$ cat config.mk
export PLATFORM = sky130hd
export DESIGN_NAME = tpm_ram_arbiter
export DESIGN_NICKNAME = d
export VERILOG_FILES = /design/src/rtl/twpm_pkg.sv /design/src/rtl/tpm_ram_lane_steer.sv /design/src/rtl/tpm_ram_arbiter.sv
export SDC_FILE = /design/constraint.sdc
export NUM_CORES = 1
export LEC_CHECK = 0
export BUFFER_PORTS_ARGS = -buffer_cell sky130_fd_sc_hd__clkbuf_2
export CAP_MARGIN = 20
export CORE_AREA = 5 5 117 91
export DETAILED_ROUTE_END_ITERATION = 10
export DIE_AREA = 0 0 122 96
export MAX_ROUTING_LAYER = met4
export PLACE_DENSITY_LB_ADDON = 0.3
export SLEW_MARGIN = 20
export SYNTH_ARGS = -nofsm -noshare
export SYNTH_HDL_FRONTEND = slang
export SYNTH_SLANG_ARGS = --single-unit
export TNS_END_PERCENT = 50
$ cat constraint.sdc
create_clock -name clk_i -period 1.9 [get_ports clk_i]
set_input_delay 0.095 -clock clk_i [delete_from_list [all_inputs] [get_ports clk_i]]
set_output_delay 0.095 -clock clk_i [all_outputs]
set_load 0.01 [all_outputs]
$ cat src/rtl/twpm_pkg.sv
// Shared types and constants for the TPM command/response RAM arbiter.
package twpm_pkg;

  localparam int TPM_RAM_AW = 11;

  localparam logic OWNER_DP  = 1'b0;
  localparam logic OWNER_CPU = 1'b1;

  localparam logic [31:0] TPM_DEFAULT_READ_VALUE = 32'hBADFABAC;

  typedef enum logic [2:0] {
    ST_IDLE,
    ST_SWITCH,
    ST_ISSUE,
    ST_WAIT,
    ST_DONE
  } arb_state_e;

endpackage

$ cat src/rtl/tpm_ram_lane_steer.sv
// Byte-lane steering between the 32-bit RAM word and the two requesters:
// write-enable and write-data formation for the owner, byte select on read.
module tpm_ram_lane_steer (
  input  logic        owner_cpu_i,
  input  logic        wb_we_i,
  input  logic [3:0]  wb_sel_i,
  input  logic [31:0] wb_dat_i,
  input  logic        dp_we_i,
  input  logic [1:0]  dp_lane_i,
  input  logic [7:0]  dp_wbyte_i,
  input  logic [1:0]  rd_lane_i,
  input  logic [31:0] rdata_i,
  output logic [3:0]  wen_o,
  output logic [31:0] wdata_o,
  output logic [7:0]  rd_byte_o
);

  always_comb begin
    wen_o   = 4'b0000;
    wdata_o = wb_dat_i;
    if (owner_cpu_i) begin
      wen_o   = wb_we_i ? wb_sel_i : 4'b0000;
      wdata_o = wb_dat_i;
    end else begin
      // DP writes one byte; replicate it so any lane enable picks it up
      wen_o   = dp_we_i ? (4'b0001 << dp_lane_i) : 4'b0000;
      wdata_o = {4{dp_wbyte_i}};
    end
  end

  always_comb begin
    rd_byte_o = rdata_i[{rd_lane_i, 3'b000} +: 8];
  end

endmodule

$ cat src/rtl/tpm_ram_arbiter.sv
// Single-clock arbiter for the TPM command/response RAM; ownership follows
// exec_i and all RAM/requester outputs are registered one cycle behind state.
module tpm_ram_arbiter
  import twpm_pkg::*;
#(
  parameter int          ADDR_WIDTH         = TPM_RAM_AW,
  parameter logic [31:0] DEFAULT_READ_VALUE = TPM_DEFAULT_READ_VALUE
) (
  input  logic                  clk_i,
  input  logic                  rst_i,
  input  logic                  exec_i,
  output logic                  owner_o,
  input  logic                  dp_req_i,
  input  logic                  dp_we_i,
  input  logic [ADDR_WIDTH-1:0] dp_addr_i,
  input  logic [7:0]            dp_data_i,
  output logic [7:0]            dp_data_o,
  output logic                  dp_ack_o,
  input  logic                  wb_cyc_i,
  input  logic                  wb_stb_i,
  input  logic                  wb_we_i,
  input  logic [3:0]            wb_sel_i,
  input  logic [ADDR_WIDTH-1:0] wb_adr_i,
  input  logic [31:0]           wb_dat_i,
  output logic [31:0]           wb_dat_o,
  output logic                  wb_ack_o,
  output logic                  wb_err_o,
  output logic                  ram_en_o,
  output logic [ADDR_WIDTH-3:0] ram_addr_o,
  output logic [3:0]            ram_wen_o,
  output logic [31:0]           ram_wdata_o,
  input  logic [31:0]           ram_rdata_i,
  output logic [7:0]            deny_cnt_o
);

  arb_state_e state_q, state_d;
  logic       owner_q, owner_d;
  logic       deny_q, deny_d;

  logic                  ram_en_q, ram_en_d;
  logic [ADDR_WIDTH-3:0] ram_addr_q, ram_addr_d;
  logic [3:0]            ram_wen_q, ram_wen_d;
  logic [31:0]           ram_wdata_q, ram_wdata_d;
  logic [1:0]            lane_q, lane_d;
  logic [31:0]           wb_dat_q, wb_dat_d;
  logic [7:0]            dp_data_q, dp_data_d;
  logic                  wb_ack_q, wb_ack_d;
  logic                  wb_err_q, wb_err_d;
  logic                  dp_ack_q, dp_ack_d;
  logic [7:0]            deny_cnt_q, deny_cnt_d;

  logic       wb_req, own_req, resp_busy;
  logic [3:0] steer_wen;
  logic [31:0] steer_wdata;
  logic [7:0] steer_rbyte;
  logic       wb_adr_lo_unused;

  assign wb_adr_lo_unused = ^wb_adr_i[1:0];

  assign wb_req    = wb_cyc_i & wb_stb_i;
  assign own_req   = (owner_q == OWNER_CPU) ? wb_req : dp_req_i;
  // The response pulse is still visible in the first IDLE cycle; holding off
  // here gives the requester that cycle to drop its request.
  assign resp_busy = wb_ack_q | wb_err_q | dp_ack_q;

  tpm_ram_lane_steer u_steer (
    .owner_cpu_i (owner_q == OWNER_CPU),
    .wb_we_i     (wb_we_i),
    .wb_sel_i    (wb_sel_i),
    .wb_dat_i    (wb_dat_i),
    .dp_we_i     (dp_we_i),
    .dp_lane_i   (dp_addr_i[1:0]),
    .dp_wbyte_i  (dp_data_i),
    .rd_lane_i   (lane_q),
    .rdata_i     (ram_rdata_i),
    .wen_o       (steer_wen),
    .wdata_o     (steer_wdata),
    .rd_byte_o   (steer_rbyte)
  );

  always_comb begin
    state_d = state_q;
    owner_d = owner_q;
    deny_d  = deny_q;
    case (state_q)
      ST_IDLE: begin
        if (exec_i != owner_q) begin
          state_d = ST_SWITCH;
        end else if (!resp_busy) begin
          if (own_req) begin
            state_d = ST_ISSUE;
            deny_d  = 1'b0;
          end else if (owner_q == OWNER_DP && wb_req) begin
            state_d = ST_DONE;
            deny_d  = 1'b1;
          end
        end
      end
      ST_SWITCH: begin
        owner_d = exec_i;
        state_d = ST_IDLE;
      end
      ST_ISSUE: state_d = ST_WAIT;
      ST_WAIT:  state_d = ST_DONE;
      ST_DONE:  state_d = ST_IDLE;
      default:  state_d = ST_IDLE;
    endcase
  end

  // Output stage: registered from state_q, so the RAM strobe lands one edge
  // after ISSUE and read data (1-cycle RAM) is captured together with the ack.
  always_comb begin
    ram_en_d    = 1'b0;
    ram_wen_d   = 4'b0000;
    ram_addr_d  = ram_addr_q;
    ram_wdata_d = ram_wdata_q;
    lane_d      = lane_q;
    wb_dat_d    = wb_dat_q;
    dp_data_d   = dp_data_q;
    wb_ack_d    = 1'b0;
    wb_err_d    = 1'b0;
    dp_ack_d    = 1'b0;
    deny_cnt_d  = deny_cnt_q;
    if (state_q == ST_ISSUE) begin
      ram_en_d    = 1'b1;
      ram_addr_d  = (owner_q == OWNER_CPU) ? wb_adr_i[ADDR_WIDTH-1:2]
                                           : dp_addr_i[ADDR_WIDTH-1:2];
      ram_wen_d   = steer_wen;
      ram_wdata_d = steer_wdata;
      lane_d      = dp_addr_i[1:0];
    end
    if (state_q == ST_DONE) begin
      if (deny_q) begin
        wb_err_d   = 1'b1;
        wb_dat_d   = DEFAULT_READ_VALUE;
        deny_cnt_d = (deny_cnt_q == 8'hFF) ? deny_cnt_q : deny_cnt_q + 8'd1;
      end else if (owner_q == OWNER_CPU) begin
        wb_ack_d = 1'b1;
        wb_dat_d = ram_rdata_i;
      end else begin
        dp_ack_d  = 1'b1;
        dp_data_d = steer_rbyte;
      end
    end
  end

  always_ff @(posedge clk_i) begin
    if (rst_i) begin
      state_q     <= ST_IDLE;
      owner_q     <= OWNER_DP;
      deny_q      <= 1'b0;
      ram_en_q    <= 1'b0;
      ram_addr_q  <= '0;
      ram_wen_q   <= 4'b0000;
      ram_wdata_q <= '0;
      lane_q      <= 2'd0;
      wb_dat_q    <= '0;
      dp_data_q   <= '0;
      wb_ack_q    <= 1'b0;
      wb_err_q    <= 1'b0;
      dp_ack_q    <= 1'b0;
      deny_cnt_q  <= '0;
    end else begin
      state_q     <= state_d;
      owner_q     <= owner_d;
      deny_q      <= deny_d;
      ram_en_q    <= ram_en_d;
      ram_addr_q  <= ram_addr_d;
      ram_wen_q   <= ram_wen_d;
      ram_wdata_q <= ram_wdata_d;
      lane_q      <= lane_d;
      wb_dat_q    <= wb_dat_d;
      dp_data_q   <= dp_data_d;
      wb_ack_q    <= wb_ack_d;
      wb_err_q    <= wb_err_d;
      dp_ack_q    <= dp_ack_d;
      deny_cnt_q  <= deny_cnt_d;
    end
  end

  assign owner_o     = owner_q;
  assign ram_en_o    = ram_en_q;
  assign ram_addr_o  = ram_addr_q;
  assign ram_wen_o   = ram_wen_q;
  assign ram_wdata_o = ram_wdata_q;
  assign wb_dat_o    = wb_dat_q;
  assign dp_data_o   = dp_data_q;
  assign wb_ack_o    = wb_ack_q;
  assign wb_err_o    = wb_err_q;
  assign dp_ack_o    = dp_ack_q;
  assign deny_cnt_o  = deny_cnt_q;

endmodule

Word level (Yosys, flattened, before mapping). Cells that the tools add are included.

Memories kept: 0. Register bits: 104. Memory bits (writable): 0. Latch bits: 0. Output and inout bits: 98. Word-level logic and storage cells: 66. Input bits: 106. Bits in read-only memories: 0.

Muxes and demuxes: 19. Eq/ne operators: 8. Div/mod/pow operators: 0. Shifts and indexed selects: 2. Multiply operators: 0. $add $sub $neg: 1. Bitwise gates (word level): 10. $lt $le $gt $ge: 0. Reductions and logical operators: 12.

Operators by type and width (count): $mux W32 (3); $shiftx A32 B6 Y8 (1); $mux W3 (4); $mux W4 (3); $mux W9 (1); $pmux W3 S3 (1); $add A8 B1 Y8 const B (1); $eq A8 B8 Y1 const B (1); $mux W1 (7); $not A1 Y1 (7); $eq A3 B2 Y1 const B (2); $reduce_and A3 Y1 (2); $ne A4 B4 Y1 const B (1); $reduce_and A2 Y1 (2); $reduce_and A4 Y1 (1); $reduce_bool A2 Y1 (2); $reduce_or A2 Y1 (2); $shl A1 B2 Y4 const A (1); $eq A3 B1 Y1 const B (1); $eq A3 B3 Y1 const B (1); $logic_not A3 Y1 (1); $ne A3 B3 Y1 const B (1); $reduce_or A3 Y1 (1); $or A1 B1 Y1 (2); other kinds (3) (3).

Logic depth before layout (Yosys ltp).
Word-level depth: 7. Depth in mapped cells: 6. Mapped depth without buffers: 5.

Hierarchy. From an unflattened synthesis, not the netlist that was laid out.

Cells, all modules: 531. Area, all modules: 4436.8 µm².

Modules (own cells, without submodules): tpm_ram_arbiter (cells an instance 433, times used 1, area each 3863.7 µm², seq. area each 2082.0 µm²); tpm_ram_lane_steer (cells an instance 98, times used 1, area each 573.0 µm², seq. area each 0.0 µm²).

Least setup slack after synthesis. Ideal clock, no wire load.

Kind: register to register. Start: register lane_q[0]. End: register dp_data_q[6] (netlist: dp_data_o[6]). Setup time: 117 ps. Clock period less this slack: 1625 ps. Setup slack: 275 ps. Arrival: 1508 ps. Stages on the path, launching flop included: 4. Data required time: 1783 ps. Buffers on the path: 1. Cell sequence: dfxtp_1 -> buf_1 -> mux4_2 -> a22o_1.

Word-level cells in the longest chain between the ends: 1.

Ends and longest elaborated chain: start, declared (line tpm_ram_arbiter.sv:44) `logic [1:0] lane_q, lane_d;`; start signal, assigned (line tpm_ram_arbiter.sv:171) `lane_q <= lane_d;`; $shiftx A32 B6 Y8 (line tpm_ram_lane_steer.sv:32) `rd_byte_o = rdata_i[{rd_lane_i, 3'b000} +: 8];`; end signal, assigned (line tpm_ram_arbiter.sv:173) `dp_data_q <= dp_data_d;`; end, declared (line tpm_ram_arbiter.sv:46) `logic [7:0] dp_data_q, dp_data_d;`.

Every way passes these cells. A chain may end at the register's enable or synchronous reset.

Worst setup path in the final report.
Start: register state_q[2]. End: register wb_dat_q[26] (netlist: wb_dat_o[26]).

Word-level cells in the longest chain between the ends: 2.

Ends and longest elaborated chain: start, declared (line tpm_ram_arbiter.sv:36) `arb_state_e state_q, state_d;`; start signal, assigned (line tpm_ram_arbiter.sv:164) `state_q <= state_d;`; $eq A3 B3 Y1 (line tpm_ram_arbiter.sv:132) `if (state_q == ST_DONE) begin`; $reduce_and A2 Y1 (no source line); end signal, assigned (line tpm_ram_arbiter.sv:172) `wb_dat_q <= wb_dat_d;`; end, declared (line tpm_ram_arbiter.sv:45) `logic [31:0] wb_dat_q, wb_dat_d;`.

Every way passes these cells.

==> flow_summary_export.csv <==
group,metric,value,unit
global_route,grt_pass1_wl,19300,microns
clocking,post_cts_buffers,0,
power_and_ir_drop,vdd_drop_max,0.000527,V
logic_synthesis,syn_avg_cell_area,9.47,sq um
sta,drv_slew,0,
global_route,busiest_layer,"met2",
finish,nets,740,
routing,viasPerCell,5.34,
sta,tns,0,ns
routing,first_pass_iters,4,
critical_path,cpLargestDelayFamily,"simple AND/OR/NAND/NOR gates",
critical_path,crit_buf_inv,0,
power_and_ir_drop,swShare,0.242,
critical_path,cp_max_fo,11,
finish,diodes,0,
routing,antenna_left,0,
critical_path,critPathArrivalTime,1.98,ns
clocking,ctsHtreeMaxLevel,3,
die,die_h,96,microns
critical_path,r2r_start,"state_q[2]$_SDFFE_PP0P_",
power_and_ir_drop,pwr-share-clk,0.412,
logic_synthesis,synth_seq_area_share,0.494,
global_route,use_met1,0.269,
worst_hold_path,hp-start,"ram_rdata_i[25]",
finish,syn_to_final_growth,36.0,%
clocking,clk_path_buf_depth,2,
critical_path,crit_start,"state_q[2]$_SDFFE_PP0P_",
finish,layout_commonest_cell,"clkbuf_2",
global_route,grtUsageTotal,0.215,
sta,period_needed,1.71,ns
sta,slew_headroom,0.510,
logic_synthesis,ys_types,46,
critical_path,path_cells,"nor3b_1 > and3_1 > a22oi_1 > nor2_1",
critical_path,start_kind,"flop",
sta,worstMarginPinSlew,0.735,ns
power_and_ir_drop,combPwrFrac,0.149,
global_route,overflow,0,
power_and_ir_drop,power.leakage,2.46,nW
global_route,grt_start_max_net_pins,85,
clocking,root_buffer,"clkbuf_16",
finish,final_layout_size_suffix_gt1_frac,0.376,
clocking,cts.clk_slew.worst_paths,0.07,ns
logic_synthesis,synth_top_area_frac,0.494,
logic_synthesis,ys.flop_type,"dfxtp_1",
global_route,grtUsageMet2,0.346,
sta,clock-skew-final,0.00902,ns
sta,hold_slack,0.00867,ns
finish,fin_cells,770,
logic_synthesis,yosys.area.top_type,"dfxtp_1",
die,initial_core_util,0.447,
clocking,cts_tree,"yes",
power_and_ir_drop,p_int,4.13,mW
finish,final_cell_mix,"clkbuf_2, dfxtp_1, nor2_1, a211oi_1, a21oi_1",
place,pre_cts_ws,0.211,ns
routing,route.detailed.drc,0,
place,portBuffers,201,
logic_synthesis,synthCells,445,
logic_synthesis,postSynthNetCount,552,
sta,setup_slack,0.186,ns
die,die-area,11700,sq um
critical_path,rrSetupSlack,0.19,ns
sta,max_clock_freq,0.583,GHz
clocking,cts_num_sinks,104,
logic_synthesis,ys_seq_elements,104,
critical_path,crit_type,"flop to flop",
logic_synthesis,ys_async_sr_fraction,0,
die,die_w,122,microns
critical_path,cp_slowest_stage_delay,0.51,ns
place,globalplace.congestion,0.861,
global_route,grt_pass1_vias,3998,
worst_hold_path,holdCritPathClass,"primary input to flop",
sta,rsz0062_at_grt,"false",
critical_path,critPathSlowestCell,"dfxtp_1",
routing,drtIter0Drc,266,
power_and_ir_drop,power_switching,1.32,mW
sta,fin_crit_sh,0.902,
die,rows,31,
die,io_pins,204,
global_route,antenna_found_initial,0,
sta,finalSetupViolCount,0,
logic_synthesis,synth_edf_count,0,
clocking,cts_resized,0,
run,cap_violations,0,
logic_synthesis,netlist_area,4210,sq um
logic_synthesis,synthTopCellsByArea,"dfxtp_1, nor2_1, a211oi_1",
place,dp_cells,750,
routing,avgRoutedWirePerCell,16.1,microns
outcome,status,"finished, final reports clean",
power_and_ir_drop,power.density,952,nW/um^2
sta,final-hold-violation-count,0,
clocking,cts_buffers,9,
critical_path,worstPathRequired,2.17,ns
critical_path,critPathCaptureType,"flop",
die,core,9430,sq um
global_route,gr-usage-met3,0.0458,
routing,routed-via-count,4111,
clocking,clkLatencyLatePin,0.34,ns
power_and_ir_drop,pwr-share-seq,0.439,
place,hpwl,9250,microns
routing,wirelength,12400,microns
logic_synthesis,yosysWarningCount,0,
## worst min-delay path: stages
cell and delay, ns:
clkbuf_2 0.09, o22ai_1 0.06, nor2_1 0.07
## area by class of cell
type                    instances  area, sq um
well taps                     132          165
clock buffers                  11          243
flip-flops and latches        104         2080
fillers                       844         3700
multi-input cells             302         1960
clock inverters                 5          128
repair buffers                214         1140
inverters                       2         7.51
## cells by family after synthesis
family	synth area share
XOR/XNOR	0.00416
buffers and inverters	0.0413
AND/OR/NAND/NOR	0.166
multiplexers	0.0784
adder cells (fa/ha/maj)	0.00297
AO/OA/AOI/OAI	0.213
flip-flops	0.494
## synth_stat cells (all sizes together) (2+ instances only)
library cell	instances
nand4b	2
nand2	9
nor3	6
a211oi	44
a22o	8
a31oi	3
clkbuf	16
nor4	3
and4	2
nand2b	2
o22ai	21
a22oi	11
buf	21
nor3b	4
mux4	8
nor2	94
nand3	8
inv	2
xor2	2
mux2i	15
a21oi	35
nor2b	8
dfxtp	104
a2111oi	2
## per-layer routing
| metal | share of wire | wire (microns) | vias to the layer above |
|---|---|---|---|
| li1 | - | - | 2016 |
| met5 | 0 | 0 | - |
| met4 | 0.017 | 206 | 0 |
| met1 | 0.43 | 5350 | 1908 |
| met3 | 0.060 | 739 | 21 |
| met2 | 0.49 | 6110 | 166 |
## state kept, by name, summed over array words and instances, names as in the netlist
name         flops
owner_o          1
deny_cnt_o       8
wb_err_o         1
wb_dat_o        32
lane_q           2
dp_ack_o         1
deny_q           1
dp_data_o        8
wb_ack_o         1
ram_wdata_o     32
state_q          3
ram_wen_o        4
ram_addr_o       9
ram_en_o         1
## path summary, 6_finish.rpt
kind | cells after the start | to
worst max-delay path | 4 | wb_dat_o[26]$_SDFFE_PP0P_
worst min-delay path | 3 | wb_dat_o[25]$_SDFFE_PP0P_
worst max register to register | 4 | wb_dat_o[26]$_SDFFE_PP0P_
worst min register to register | 1 | dp_data_o[5]$_SDFFE_PP0P_
## what timing repair did
item	CTS	global route
hold endpoints to repair	4	0
hold buffers	4	0
setup endpoints to repair	0	0
## through the flow
step | util | power (mW) | area [sq um]
finish | 0.608 | 5.45 | 5730
global route | 0.608 | 5.69 | 5730
CTS | 0.608 | 5.50 | 5730
detailed placement | 0.564 | 3.25 | 5320
global placement | 0.564 | 3.22 | 5320
floorplan | - | 2.91 | 4210
## power groups by stage
stage	registers [mW]	logic, mW	clock network, mW
finish	2.39	0.813	2.24
global route	2.41	0.903	2.38
CTS	2.39	0.821	2.28
detailed placement	2.44	0.809	0
global placement	2.43	0.789	0
floorplan	2.47	0.444	0
(Power assumes the default switching activity.)
